**src/rtl/motoro3_line_step_runner.sv**
```systemverilog
// Step sequencer for one motor phase: presents lcStep to the line-parameter
// calculator, then emits slLen PWM periods of plLen clocks before advancing.
module motoro3_line_step_runner #(
    parameter int unsigned STEP_LAST = 15,
    parameter int unsigned STEP_W    = 4
) (
    input  logic              clk,
    input  logic              nRst,
    input  logic              start,
    input  logic              stop,
    input  logic [15:0]       pwmDuty,
    input  logic [15:0]       plLen,
    input  logic [15:0]       slLen,
    output logic [STEP_W-1:0] lcStep,
    output logic              pwmOut,
    output logic              busy,
    output logic              stepDone,
    output logic              roundDone
);

    localparam int unsigned CNT_W = 16;

    typedef enum logic [1:0] {
        S_IDLE = 2'd0,
        S_LOAD = 2'd1,
        S_RUN  = 2'd2
    } state_t;

    state_t            r_state,      w_state_nxt;
    logic [CNT_W-1:0]  r_pl_len,     w_pl_len_nxt;
    logic [CNT_W-1:0]  r_sl_len,     w_sl_len_nxt;
    logic [CNT_W-1:0]  r_duty,       w_duty_nxt;
    logic [CNT_W-1:0]  r_period_cnt, w_period_cnt_nxt;
    logic [CNT_W-1:0]  r_rep_cnt,    w_rep_cnt_nxt;
    logic [STEP_W-1:0] r_lc_step,    w_lc_step_nxt;
    logic              r_pwm,        w_pwm_nxt;
    logic              r_busy,       w_busy_nxt;
    logic              r_step_done,  w_step_done_nxt;
    logic              r_round_done, w_round_done_nxt;

    logic [CNT_W-1:0]  w_pl_eff;
    logic [CNT_W-1:0]  w_duty_eff;
    logic [STEP_W-1:0] w_lc_step_inc;
    logic              w_last_step;
    logic              w_period_end;
    logic              w_step_end;

    // Calculator outputs are sanitised at LOAD: zero period becomes one clock,
    // duty saturates at the period so the line can be held fully high.
    assign w_pl_eff      = (plLen == '0) ? CNT_W'(1) : plLen;
    assign w_duty_eff    = (pwmDuty > w_pl_eff) ? w_pl_eff : pwmDuty;
    assign w_last_step   = (r_lc_step == STEP_W'(STEP_LAST));
    assign w_lc_step_inc = w_last_step ? '0 : r_lc_step + STEP_W'(1);
    assign w_period_end  = (r_period_cnt == r_pl_len - CNT_W'(1));
    assign w_step_end    = w_period_end && (r_rep_cnt == r_sl_len - CNT_W'(1));

    always_ff @(posedge clk or negedge nRst) begin
        if (!nRst) begin
            r_state      <= S_IDLE;
            r_pl_len     <= '0;
            r_sl_len     <= '0;
            r_duty       <= '0;
            r_period_cnt <= '0;
            r_rep_cnt    <= '0;
            r_lc_step    <= '0;
            r_pwm        <= 1'b0;
            r_busy       <= 1'b0;
            r_step_done  <= 1'b0;
            r_round_done <= 1'b0;
        end else begin
            r_state      <= w_state_nxt;
            r_pl_len     <= w_pl_len_nxt;
            r_sl_len     <= w_sl_len_nxt;
            r_duty       <= w_duty_nxt;
            r_period_cnt <= w_period_cnt_nxt;
            r_rep_cnt    <= w_rep_cnt_nxt;
            r_lc_step    <= w_lc_step_nxt;
            r_pwm        <= w_pwm_nxt;
            r_busy       <= w_busy_nxt;
            r_step_done  <= w_step_done_nxt;
            r_round_done <= w_round_done_nxt;
        end
    end

    always_comb begin
        w_state_nxt      = r_state;
        w_pl_len_nxt     = r_pl_len;
        w_sl_len_nxt     = r_sl_len;
        w_duty_nxt       = r_duty;
        w_period_cnt_nxt = r_period_cnt;
        w_rep_cnt_nxt    = r_rep_cnt;
        w_lc_step_nxt    = r_lc_step;
        w_pwm_nxt        = 1'b0;
        w_step_done_nxt  = 1'b0;
        w_round_done_nxt = 1'b0;

        case (r_state)
            S_IDLE: begin
                if (start && !stop) begin
                    w_state_nxt = S_LOAD;
                end
            end
            S_LOAD: begin
                w_pl_len_nxt     = w_pl_eff;
                w_sl_len_nxt     = slLen;
                w_duty_nxt       = w_duty_eff;
                w_period_cnt_nxt = '0;
                w_rep_cnt_nxt    = '0;
                // A step with zero repetitions is consumed here without running.
                if (slLen == '0) begin
                    w_step_done_nxt  = 1'b1;
                    w_round_done_nxt = w_last_step;
                    w_lc_step_nxt    = w_lc_step_inc;
                end else begin
                    w_state_nxt = S_RUN;
                end
            end
            S_RUN: begin
                w_pwm_nxt        = (r_period_cnt < r_duty);
                w_period_cnt_nxt = r_period_cnt + CNT_W'(1);
                if (w_period_end) begin
                    w_period_cnt_nxt = '0;
                    w_rep_cnt_nxt    = r_rep_cnt + CNT_W'(1);
                    if (w_step_end) begin
                        w_step_done_nxt  = 1'b1;
                        w_round_done_nxt = w_last_step;
                        w_lc_step_nxt    = w_lc_step_inc;
                        w_state_nxt      = S_LOAD;
                    end
                    // Stop only lands on a period boundary, after any step advance.
                    if (stop) begin
                        w_state_nxt = S_IDLE;
                        w_pwm_nxt   = 1'b0;
                    end
                end
            end
            default: begin
                w_state_nxt = S_IDLE;
            end
        endcase
    end

    assign w_busy_nxt = (w_state_nxt != S_IDLE);

    assign lcStep    = r_lc_step;
    assign pwmOut    = r_pwm;
    assign busy      = r_busy;
    assign stepDone  = r_step_done;
    assign roundDone = r_round_done;

endmodule

```
**config.mk**
```make
export PLATFORM = sky130hd
export DESIGN_NAME = motoro3_line_step_runner
export DESIGN_NICKNAME = d
export VERILOG_FILES = /design/src/rtl/motoro3_line_step_runner.sv
export SDC_FILE = /design/constraint.sdc
export NUM_CORES = 1
export LEC_CHECK = 0
export BUFFER_PORTS_ARGS = -buffer_cell sky130_fd_sc_hd__buf_2
export CORE_MARGIN = 1
export CORE_UTILIZATION = 55
export CTS_CLUSTER_DIAMETER = 200
export DETAILED_ROUTE_END_ITERATION = 8
export PLACE_DENSITY = 0.86
export SLEW_MARGIN = 30
export SYNTH_ARGS = -nofsm -noshare
export SYNTH_HDL_FRONTEND = slang
export SYNTH_SLANG_ARGS = --single-unit
export TNS_END_PERCENT = 20
```
**constraint.sdc**
```tcl
create_clock -name clk -period 3 [get_ports clk]
set_input_delay 0.45 -clock clk [delete_from_list [all_inputs] [get_ports clk]]
set_output_delay 0.45 -clock clk [all_outputs]
set_load 0.01 [all_outputs]
```
==> qor.json <==
{
  "outcome": {
    "outcome": "finished clean"
  },
  "layout": {
    "post_layout_nonfiller_instances": 893,
    "layout.core_utilization_pct": 66.25,
    "final_net_count": 840,
    "final_layout_size_suffix_gt1_share_pct": 18.99,
    "layout_area_growth_over_synthesis_pct": 16.55,
    "antenna-diode-count": 0
  },
  "floorplan": {
    "die_width_um": 108.3,
    "die_extent_in_y_um": 108.3,
    "placementRows": 38,
    "dieArea_sq_um": 11730,
    "ios": 60,
    "initial_core_util_pct": 56.84,
    "core_area_sq_um": 10940
  },
  "sta": {
    "timing.final.crit_period_ns": 2.832,
    "finalHoldViolCount": 0,
    "worst_pin_slew_ns": 0.6900,
    "finalHoldWorstSlack_ns": 0.1354,
    "timing.slew.headroom_pct": 54.00,
    "report.final.slew_viol_count": 0,
    "setup_violations": 0,
    "clock_skew_ns": 0.007855,
    "final_worst_path_period_share_pct": 94.39,
    "max_freq_mhz": 353.2
  },
  "setup_path": {
    "worstRegToRegCells": 11,
    "timing.critical_path.from_type": "flop",
    "critPathSlowestCell": "or4_4",
    "worst-r2r-setup-slack_ns": 0.17,
    "cp_max_fo": 8,
    "startpoint": "r_pl_len[1]",
    "worstSetupEndpointType": "flop",
    "worstPathCellList": "inv_1 -> ha_4 -> nor3b_4 -> nand4_1 -> or4_4 -> o211ai_2 -> and3_4 -> nand4_4 -> buf_4 -> o311ai_1 -> o41ai_1",
    "reg2reg_from": "r_pl_len[1]",
    "crit_path_max_incr_delay_ns": 0.54,
    "crit_arrival_ns": 3.05,
    "worstReg2RegEnd": "r_rep_cnt[11]",
    "timing.critical_path.required_ns": 3.22,
    "critPathKind": "flop to flop"
  },
  "power_and_ir_drop": {
    "pwr_density_nw_per_um2": 839.5,
    "power_leakage_nw": 3.471,
    "vdd_drop_max_mv": 0.5598
  },
  "global_routing": {
    "antenna_found_initial": 0,
    "grt_util_all_layers_pct": 28.58,
    "grt_start_max_net_pins": 54,
    "first_global_vias": 5565,
    "grt_overflow_total": 0,
    "grt_pass1_wl_um": 25950
  },
  "clocking": {
    "cts-root-to-sink-buffers": 2,
    "cts-htree-levels": 3,
    "clock_sinks": 90,
    "cts-buffers-inserted": 9,
    "clock_latency_at_the_later_pin_of_the_worst_skew_pair_ns": 0.35,
    "cts_tree": "built",
    "clkSlewWorstSetupHoldPaths_ns": 0.06,
    "clock_tree.root_cell": "clkbuf_16"
  },
  "placement": {
    "portBuffers": 59,
    "post-dp-hpwl_um": 11720,
    "number_of_cells_after_detailed_placement": 876,
    "routability_congestion_estimate": 0.9714
  },
  "route": {
    "drcViolationCount": 0,
    "drtAntennaViolNets": 0,
    "routedWlPerCell_um": 17.48,
    "routed_via_density": 6.214,
    "detailroute.via_count": 5549,
    "wl_um": 15610,
    "dr.first_iter.drc_count": 317,
    "dr.pass1.iters": 5
  },
  "synth": {
    "ys.flop_type": "dfrtp_1",
    "synth_cell_types": 68,
    "synth-warning-count": 0,
    "synthesis.instances": 682,
    "synth.avg_cell_area_sq_um": 9.114,
    "ys_seq_elements": 90,
    "synth_fp_nets": 774,
    "count_of_flip_flops_with_a_built_in_enable_after_synthesis": 0,
    "syn-cell-area_sq_um": 6216,
    "ys_async_sr_fraction_pct": 100.0,
    "synth.yosys.seq_area_share_pct": 36.23
  },
  "job": {
    "maxCapViolations": 0
  },
  "min_path": {
    "worstHoldPathType": "input pin to asynchronous set/reset pin"
  }
}
logic make-up after synthesis:
group                      synth area share, %
adders and majority gates                8.052
xor gates and xnor gates                 5.636
and+or+nand+nor                          20.95
AOI/OAI and AO/OA                        17.27
buffers and inverters                    6.059
DFF                                      36.23
muxes                                    5.797
cells in the mapped netlist (7+ instances only):
master | instances | area (sq um)
xnor2_1 | 26 | 227.7
xor2_1 | 14 | 122.6
dfrtp_1 | 90 | 2252
ha_1 | 40 | 500.5
nor4_1 | 21 | 131.4
and3_1 | 11 | 68.82
a21o_1 | 25 | 187.7
a31oi_1 | 7 | 43.79
o221ai_1 | 16 | 140.1
a21oi_1 | 15 | 75.07
clkbuf_1 | 21 | 78.83
nor3_1 | 16 | 80.08
o21ai_0 | 41 | 205.2
inv_1 | 68 | 255.2
nand2b_1 | 8 | 50.05
nand3_1 | 32 | 160.2
mux2_2 | 14 | 157.7
mux2i_1 | 18 | 180.2
nor3b_1 | 14 | 105.1
nor2_1 | 21 | 78.83
nand4_1 | 17 | 106.4
nand2_1 | 52 | 195.2
flip-flops by register name, indices dropped and copies added (netlist names):
signal	flops
pwmOut	1
r_period_cnt	16
r_state	2
r_sl_len	16
r_pl_len	16
roundDone	1
r_duty	16
r_rep_cnt	16
stepDone	1
lcStep	4
busy	1
cells in the final DEF, fill, tap and decap left out, drive strengths merged, types with 4 or more instances in the layout:
cell and instances:
dfrtp 90, buf 83, inv 68, nand2 52, o21ai 44, ha 40, nand3 32, xnor2 26
a21o 25, nor4 24, nor2 21, mux2i 18, nand4 18, nor3 18, o221ai 16, mux2 16
nor3b 15, a21oi 15, xor2 14, and3 12, clkbuf 11, nand2b 8, a31oi 7, and2 6
nor2b 6, o211ai 6, o22ai 4, o31ai 4
layout make-up:
| class | count | area, sq um |
|---|---|---|
| Fill cell | 823 | 3691 |
| Multi-Input combinational cell | 496 | 3681 |
| Sequential cell | 90 | 2252 |
| Timing Repair Buffer | 83 | 528.0 |
| Inverter | 68 | 255.2 |
| Clock buffer | 11 | 252.7 |
| Tap cell | 140 | 175.2 |
| Clock inverter | 5 | 100.1 |
what timing repair did:
action	CTS	global route
pin swaps	1	2
hold buffers	0	0
setup buffers	1	0
endpoints found under the setup margin	1	13
resized for setup	0	14
power breakdown:
group	leakage [nW]	internal [mW]	total (mW)	switching, mW
Sequential	1.15	1.60	2.04	0.440
Combinational	2.14	1.22	2.72	1.50
Clock	0.176	0.856	1.32	0.467
routing by layer:
layer | vias up | global-route usage, % | routed length [um]
met1 | 2722 | 32.19 | 6340
li1 | 2621 | - | -
met3 | 43 | 5.606 | 617
met5 | - | 0 | 0
met4 | 0 | 14.09 | 525
met2 | 163 | 51.41 | 8129
critical path: cells and delay by family (launching register included):
| family | cells | cell delay, ns |
|---|---|---|
| AO/OA/AOI/OAI | 3 | 0.47 |
| adder cells (fa/ha/maj) | 1 | 0.15 |
| buffers and inverters | 2 | 0.34 |
| flip-flops | 1 | 0.41 |
| AND/OR/NAND/NOR | 5 | 1.33 |
worst max path at each step:
stage,slack [ns],to
2_1_floorplan,0.21,r_duty[0]
3_3_place_gp,0.08,r_duty[1]
3_5_place_dp,-0.02,r_duty[3]
4_1_cts,0.009,r_rep_cnt[10]
5_1_grt,-0.002,r_rep_cnt[11]
6_report,0.17,r_rep_cnt[11]
metrics by stage:
stage	setup slack, ns	setup TNS [ns]	cell area [sq um]	power, mW
final	0.1684	0	7244	6.082
after global placement	0.08222	0	6807	4.530
after global routing	-0.002324	-0.004049	7244	6.507
after floorplan	0.2140	0	6216	3.890
after detailed placement	-0.01992	-0.05523	6807	4.690
after CTS	0.008914	0	7167	6.035
Note: power is estimated with default switching activity, not from simulation.
